[src/rtl/uart_move_decoder.sv]
// uart_move_decoder: 8N1 UART receiver turning key presses into 2048 moves.
// Define ARROW_KEYS_EN to also decode ANSI arrow-key escape sequences.
module uart_move_decoder #(
    parameter int CLKS_PER_BIT = 10417,
    parameter int SYNC_STAGES  = 2
) (
    input  logic       clk,
    input  logic       rst,
    input  logic       RsRx,
    output logic       move_valid,
    output logic [1:0] move_dir,
    output logic       newgame,
    output logic       frame_err,
    output logic       rx_busy
);

    localparam int CW = $clog2(CLKS_PER_BIT) + 1;
    localparam logic [CW-1:0] BIT_LAST  = CW'(CLKS_PER_BIT - 1);
    localparam logic [CW-1:0] HALF_LAST = CW'(CLKS_PER_BIT / 2 - 1);

    localparam logic [2:0] IDLE      = 3'd0;
    localparam logic [2:0] START     = 3'd1;
    localparam logic [2:0] DATA      = 3'd2;
    localparam logic [2:0] STOP      = 3'd3;
    localparam logic [2:0] WAIT_HIGH = 3'd4;

    logic [SYNC_STAGES-1:0] sync;
    logic                   rx_s;
    logic [2:0]             state;
    logic [CW-1:0]          cnt;
    logic [2:0]             bitcnt;
    logic [7:0]             shreg;
    logic                   stop_hit;

    logic [7:0] lc;
    logic       w_move;
    logic       w_new;
    logic [1:0] w_dir;
    logic       dec_move;
    logic       dec_new;
    logic [1:0] dec_dir;

    // Flops preset high so reset never looks like a start bit.
    always_ff @(posedge clk) begin
        if (rst) sync <= '1;
        else     sync <= {sync[SYNC_STAGES-2:0], RsRx};
    end

    assign rx_s     = sync[SYNC_STAGES-1];
    assign stop_hit = (state == STOP) && (cnt == BIT_LAST);
    assign rx_busy  = (state == START) || (state == DATA) || (state == STOP);

    always_comb begin
        lc     = shreg;
        w_move = 1'b0;
        w_new  = 1'b0;
        w_dir  = 2'b00;
        if (shreg >= 8'h41 && shreg <= 8'h5A) lc = shreg | 8'h20;
        unique case (1'b1)
            (lc == 8'h77): begin w_move = 1'b1; w_dir = 2'b00; end
            (lc == 8'h61): begin w_move = 1'b1; w_dir = 2'b01; end
            (lc == 8'h73): begin w_move = 1'b1; w_dir = 2'b10; end
            (lc == 8'h64): begin w_move = 1'b1; w_dir = 2'b11; end
            (lc == 8'h72): w_new = 1'b1;
            default: ;
        endcase
    end

`ifdef ARROW_KEYS_EN
    localparam logic [1:0] ESC_NONE    = 2'd0;
    localparam logic [1:0] GOT_ESC     = 2'd1;
    localparam logic [1:0] GOT_BRACKET = 2'd2;

    logic [1:0] esc;
    logic [1:0] esc_nxt;

    always_comb begin
        esc_nxt  = ESC_NONE;
        dec_move = 1'b0;
        dec_new  = 1'b0;
        dec_dir  = 2'b00;
        case (esc)
            GOT_ESC: begin
                if (shreg == 8'h5B) esc_nxt = GOT_BRACKET;
            end
            GOT_BRACKET: begin
                unique case (1'b1)
                    (shreg == 8'h41): begin dec_move = 1'b1; dec_dir = 2'b00; end
                    (shreg == 8'h42): begin dec_move = 1'b1; dec_dir = 2'b10; end
                    (shreg == 8'h43): begin dec_move = 1'b1; dec_dir = 2'b11; end
                    (shreg == 8'h44): begin dec_move = 1'b1; dec_dir = 2'b01; end
                    default: ;
                endcase
            end
            default: begin
                if (shreg == 8'h1B) begin
                    esc_nxt = GOT_ESC;
                end else begin
                    dec_move = w_move;
                    dec_new  = w_new;
                    dec_dir  = w_dir;
                end
            end
        endcase
    end

    // Tracker only advances on a completed frame; a bad stop bit resets it.
    always_ff @(posedge clk) begin
        if (rst)           esc <= ESC_NONE;
        else if (stop_hit) esc <= rx_s ? esc_nxt : ESC_NONE;
    end
`else
    assign dec_move = w_move;
    assign dec_new  = w_new;
    assign dec_dir  = w_dir;
`endif

    always_ff @(posedge clk) begin
        if (rst) begin
            state      <= IDLE;
            cnt        <= '0;
            bitcnt     <= '0;
            shreg      <= '0;
            move_valid <= 1'b0;
            move_dir   <= 2'b00;
            newgame    <= 1'b0;
            frame_err  <= 1'b0;
        end else begin
            move_valid <= 1'b0;
            newgame    <= 1'b0;
            frame_err  <= 1'b0;
            case (state)
                IDLE: begin
                    if (!rx_s) begin
                        state  <= START;
                        cnt    <= '0;
                        bitcnt <= '0;
                    end
                end
                START: begin
                    if (cnt == HALF_LAST) begin
                        cnt   <= '0;
                        state <= rx_s ? IDLE : DATA;
                    end else begin
                        cnt <= cnt + 1'b1;
                    end
                end
                DATA: begin
                    if (cnt == BIT_LAST) begin
                        cnt    <= '0;
                        shreg  <= {rx_s, shreg[7:1]};
                        bitcnt <= bitcnt + 1'b1;
                        if (bitcnt == 3'd7) state <= STOP;
                    end else begin
                        cnt <= cnt + 1'b1;
                    end
                end
                STOP: begin
                    if (cnt == BIT_LAST) begin
                        cnt <= '0;
                        if (rx_s) begin
                            state      <= IDLE;
                            move_valid <= dec_move;
                            newgame    <= dec_new;
                            if (dec_move) move_dir <= dec_dir;
                        end else begin
                            state     <= WAIT_HIGH;
                            frame_err <= 1'b1;
                        end
                    end else begin
                        cnt <= cnt + 1'b1;
                    end
                end
                WAIT_HIGH: begin
                    if (rx_s) state <= IDLE;
                end
                default: state <= IDLE;
            endcase
        end
    end

endmodule
[config.mk]
export PLATFORM = sky130hd
export DESIGN_NAME = uart_move_decoder
export DESIGN_NICKNAME = d
export VERILOG_FILES = /design/src/rtl/uart_move_decoder.sv
export SDC_FILE = /design/constraint.sdc
export NUM_CORES = 1
export LEC_CHECK = 0
export ABC_AREA = 1
export CAP_MARGIN = 20
export CORE_MARGIN = 4
export CORE_UTILIZATION = 55
export CTS_BUF_LIST = sky130_fd_sc_hd__clkbuf_8
export DETAILED_ROUTE_END_ITERATION = 10
export GPL_TIMING_DRIVEN = 0
export PLACE_DENSITY_LB_ADDON = 0.15
export REMOVE_ABC_BUFFERS = 1
export SYNTH_ARGS = -nofsm -noshare
export SYNTH_HDL_FRONTEND = slang
export SYNTH_SLANG_ARGS = --single-unit
[constraint.sdc]
create_clock -name clk -period 4.11 [get_ports clk]
set_input_delay 0.411 -clock clk [delete_from_list [all_inputs] [get_ports clk]]
set_output_delay 0.411 -clock clk [all_outputs]
set_load 0.05 [all_outputs]
==> impl_metrics.xml <==
<?xml version="1.0" encoding="UTF-8"?>
<metrics>
  <group name="status">
    <metric name="result_of_the_run" unit="">finished clean</metric>
  </group>
  <group name="synth">
    <metric name="avgSynthCellArea" unit="um^2">7.06</metric>
    <metric name="yosys_warnings" unit="">0</metric>
    <metric name="post_synthesis_share_of_cell_area_spent_on_and_or_nand_and_nor_gates" unit="%">38.8</metric>
    <metric name="synth-edff-count" unit="">0</metric>
    <metric name="synthXorXnorAreaFrac" unit="%">0.853</metric>
    <metric name="post_synth_fa_ha_maj_area_fraction" unit="%">2.44</metric>
    <metric name="synth_top_family_by_area" unit="">simple AND/OR/NAND/NOR gates</metric>
    <metric name="summed_instance_area_of_the_synthesized_netlist" unit="um^2">2050</metric>
    <metric name="postSynthRegisterBits" unit="">36</metric>
    <metric name="synth-seq-area-share" unit="%">35.1</metric>
    <metric name="netlist-cell-type-count" unit="">35</metric>
    <metric name="post_synthesis_compound_gate_area_fraction" unit="%">12.4</metric>
    <metric name="synth_cells" unit="">291</metric>
    <metric name="async_reset_ff_share" unit="%">0</metric>
    <metric name="most_used_flip_flop_cell_after_synthesis" unit="">dfxtp_1</metric>
    <metric name="post_synth_mux_area_share" unit="%">0</metric>
  </group>
  <group name="power">
    <metric name="netSwitchingFraction" unit="%">39.7</metric>
    <metric name="leakage" unit="nW">0.987</metric>
    <metric name="total_power" unit="mW">1.01</metric>
    <metric name="power_report.internal_total" unit="uW">608</metric>
    <metric name="ir_drop" unit="uV">481</metric>
    <metric name="powerDensity" unit="nW/um^2">447</metric>
    <metric name="p_switching" unit="uW">400</metric>
    <metric name="pwr-share-comb" unit="%">33.6</metric>
    <metric name="power_frac_seq" unit="%">39.7</metric>
    <metric name="pwr-share-clk" unit="%">26.6</metric>
  </group>
  <group name="clock_tree">
    <metric name="hold_fix_buffers_at_cts" unit="">0</metric>
    <metric name="clk_transition_reported_paths" unit="ns">0.07</metric>
    <metric name="clk_root_buffer_cell" unit="">clkbuf_8</metric>
    <metric name="tritoncts_sinks" unit="">36</metric>
    <metric name="postCtsSetupBuffers" unit="">0</metric>
    <metric name="cts-htree-levels" unit="">2</metric>
    <metric name="cts-root-to-sink-buffers" unit="">2</metric>
    <metric name="clk_latency" unit="ns">0.29</metric>
    <metric name="cts_made_buffers" unit="">5</metric>
    <metric name="post_cts_resized" unit="">0</metric>
    <metric name="clock_tree_from_tritoncts" unit="">yes</metric>
  </group>
  <group name="place">
    <metric name="place_congestion" unit="">0.901</metric>
    <metric name="place.port_buffers" unit="">8</metric>
    <metric name="post-dp-hpwl" unit="um">3070</metric>
    <metric name="place_inst" unit="">340</metric>
  </group>
  <group name="detailed_routing">
    <metric name="detailroute.via_count" unit="">1811</metric>
    <metric name="number_of_vias_per_cell_after_detailed_routing" unit="">5.20</metric>
    <metric name="route.detailed.drc" unit="">0</metric>
    <metric name="route.final.wire_length" unit="um">4190</metric>
    <metric name="route.detailed.wl_per_inst" unit="um">12.0</metric>
    <metric name="detailed_router_s_first_iteration_violation_count" unit="">128</metric>
    <metric name="firstDrtPassIters" unit="">4</metric>
    <metric name="drtAntennaViolNets" unit="">0</metric>
  </group>
  <group name="timing">
    <metric name="grt_setup_unrepaired" unit="">false</metric>
    <metric name="period_minus_slack" unit="ns">2.20</metric>
    <metric name="slew-limit-headroom" unit="%">42.5</metric>
    <metric name="timing.final.setup_violations" unit="">0</metric>
    <metric name="clock_skew" unit="ns">0.00307</metric>
    <metric name="fin_tns_setup" unit="ns">0</metric>
    <metric name="max_freq" unit="MHz">455</metric>
    <metric name="transition_time_at_the_pin_with_the_least_slew_margin" unit="ns">0.860</metric>
    <metric name="final_min_period_over_clock_period" unit="%">53.5</metric>
    <metric name="maxSlewViolCount" unit="">0</metric>
    <metric name="final-hold-violation-count" unit="">0</metric>
  </group>
  <group name="worst_setup_path">
    <metric name="end_kind" unit="">primary output</metric>
    <metric name="crit_path_start_kind" unit="">flop</metric>
    <metric name="slowest_delay" unit="ns">0.81</metric>
    <metric name="timing.critical_path.fanout_max" unit="">8</metric>
    <metric name="critical_path_required" unit="ns">3.70</metric>
    <metric name="cp_cell_sequence" unit="">nor2_1 -&gt; nor2_1 -&gt; clkdlybuf4s50_1</metric>
    <metric name="critical-path-top-cell-by-count" unit="">nor2_1</metric>
    <metric name="critical-path-slowest-cell" unit="">clkdlybuf4s50_1</metric>
    <metric name="timing_worst_setup_path_type" unit="">reg2out</metric>
    <metric name="worst_ep_arrival_time" unit="ns">1.79</metric>
  </group>
  <group name="floorplan">
    <metric name="die_height" unit="um">69.1</metric>
    <metric name="chipWidth" unit="um">69.1</metric>
    <metric name="floorplan.initialDensity" unit="%">59.2</metric>
    <metric name="die_area" unit="um^2">4770</metric>
    <metric name="fp.coreArea" unit="um^2">3470</metric>
    <metric name="io-pin-count" unit="">9</metric>
    <metric name="num_rows" unit="">21</metric>
  </group>
  <group name="grt">
    <metric name="global_route.overflow_total" unit="">0</metric>
    <metric name="antenna_violations_before_repair" unit="">0</metric>
    <metric name="grt_first_pass_wirelength" unit="um">7660</metric>
    <metric name="largest_net_degree_at_the_start_of_global_routing" unit="">20</metric>
    <metric name="grtUsageTotal" unit="%">19.2</metric>
    <metric name="first_global_vias" unit="">1732</metric>
  </group>
  <group name="layout">
    <metric name="antenna_diode_count" unit="">0</metric>
    <metric name="final_standard_cell_count_with_taps_included_and_fillers_excluded" unit="">348</metric>
    <metric name="most_common_library_cell_in_the_layout_ignoring_fill_and_taps" unit="">nand2_1</metric>
    <metric name="nFillCells" unit="">320</metric>
    <metric name="p_r_area_growth_vs_syn" unit="%">9.69</metric>
    <metric name="most-common-layout-cells" unit="">nand2_1, inv_1, nor2_1</metric>
    <metric name="num-nets-final" unit="">308</metric>
    <metric name="final_layout_size_suffix_gt1_share" unit="%">13.6</metric>
  </group>
  <group name="flow_run">
    <metric name="drv_cap" unit="">0</metric>
  </group>
  <group name="min_path">
    <metric name="worstHoldPathType" unit="">reg2reg</metric>
  </group>
</metrics>
sequential cells by signal (all words and copies together), names as in the netlist:
| signal | count |
|---|---|
| bitcnt | 3 |
| cnt | 15 |
| frame_err | 1 |
| move_dir | 2 |
| move_valid | 1 |
| newgame | 1 |
| shreg | 8 |
| state | 3 |
| sync | 2 |
path summary, 6_finish.rpt:
path              to      from  cells past startpoint  slack (ns)
max          rx_busy  state[1]                      3        1.91
min          sync[1]   sync[0]                      1        0.42
max reg2reg  cnt[14]    cnt[0]                     11        2.42
min reg2reg  sync[1]   sync[0]                      1        0.42
worst max-delay path, delay by kind of cell, from the launching register on:
kind | cells | cell delay (ns)
and+or+nand+nor | 2 | 0.20
DFF | 1 | 0.48
buffers and inverters | 1 | 0.81
metrics by stage:
stage                     utilization, %  hold WS (ns)  cell area, um^2  setup WS (ns)
final                               64.9         0.418             2250           1.91
after global routing                64.9         0.457             2250           1.81
after CTS                           64.9         0.417             2250           1.92
after detailed placement            62.3         0.402             2160           1.71
after global placement              62.3         0.406             2160           1.67
after floorplan                        -         0.389             2020           2.55
routing by layer:
| metal | part of all wire, % | GRT usage [%] | up-vias |
|---|---|---|---|
| li1 | - | - | 970 |
| met1 | 50 | 25.9 | 803 |
| met2 | 44 | 29.3 | 32 |
| met3 | 4.3 | 3.63 | 6 |
| met4 | 1.9 | 8.89 | 0 |
| met5 | 0 | 0 | - |
logic make-up after synthesis:
| kind of cell | after synthesis |
|---|---|
| DFF | 36 |
| adders and majority gates | 4 |
| xor gates and xnor gates | 2 |
| AOI/OAI and AO/OA | 36 |
| buffers and inverters | 54 |
| and+or+nand+nor | 159 |
final cells by class:
type | instances | area, um^2 | share of cell area [%]
clock buffer | 6 | 82.6 | 3.67
clock inverter | 2 | 10.0 | 0.444
sequential | 36 | 721 | 32.0
tap | 46 | 57.6 | 2.56
inverter | 49 | 184 | 8.17
timing repair buffer | 8 | 80.1 | 3.56
multi-input combinational | 201 | 1120 | 49.6
cells in the mapped netlist, types with 4 or more instances:
library cell  count  share of area [%]
inv_2             4               0.73
nor2_1           38                6.9
nor3_1            7                1.7
nand3_1          25                6.1
a211oi_2          7                4.3
dfxtp_1          36                 35
ha_1              4                2.4
o211ai_1          4                1.5
o21ai_0           7                1.7
nand3_2           5                2.4
inv_1            45                8.2
nand4_1          10                3.0
nand2_1          53                9.7
a21oi_1          14                3.4
power by group through the flow:
stage,clock [mW],sequential [mW],combinational [mW]
5_1_grt,0.290,0.406,0.380
3_5_place_dp,0,0.408,0.334
6_report,0.268,0.400,0.339
4_1_cts,0.275,0.400,0.336
3_3_place_gp,0,0.406,0.327
2_1_floorplan,0,0.402,0.255
(Power assumes the default switching activity.)
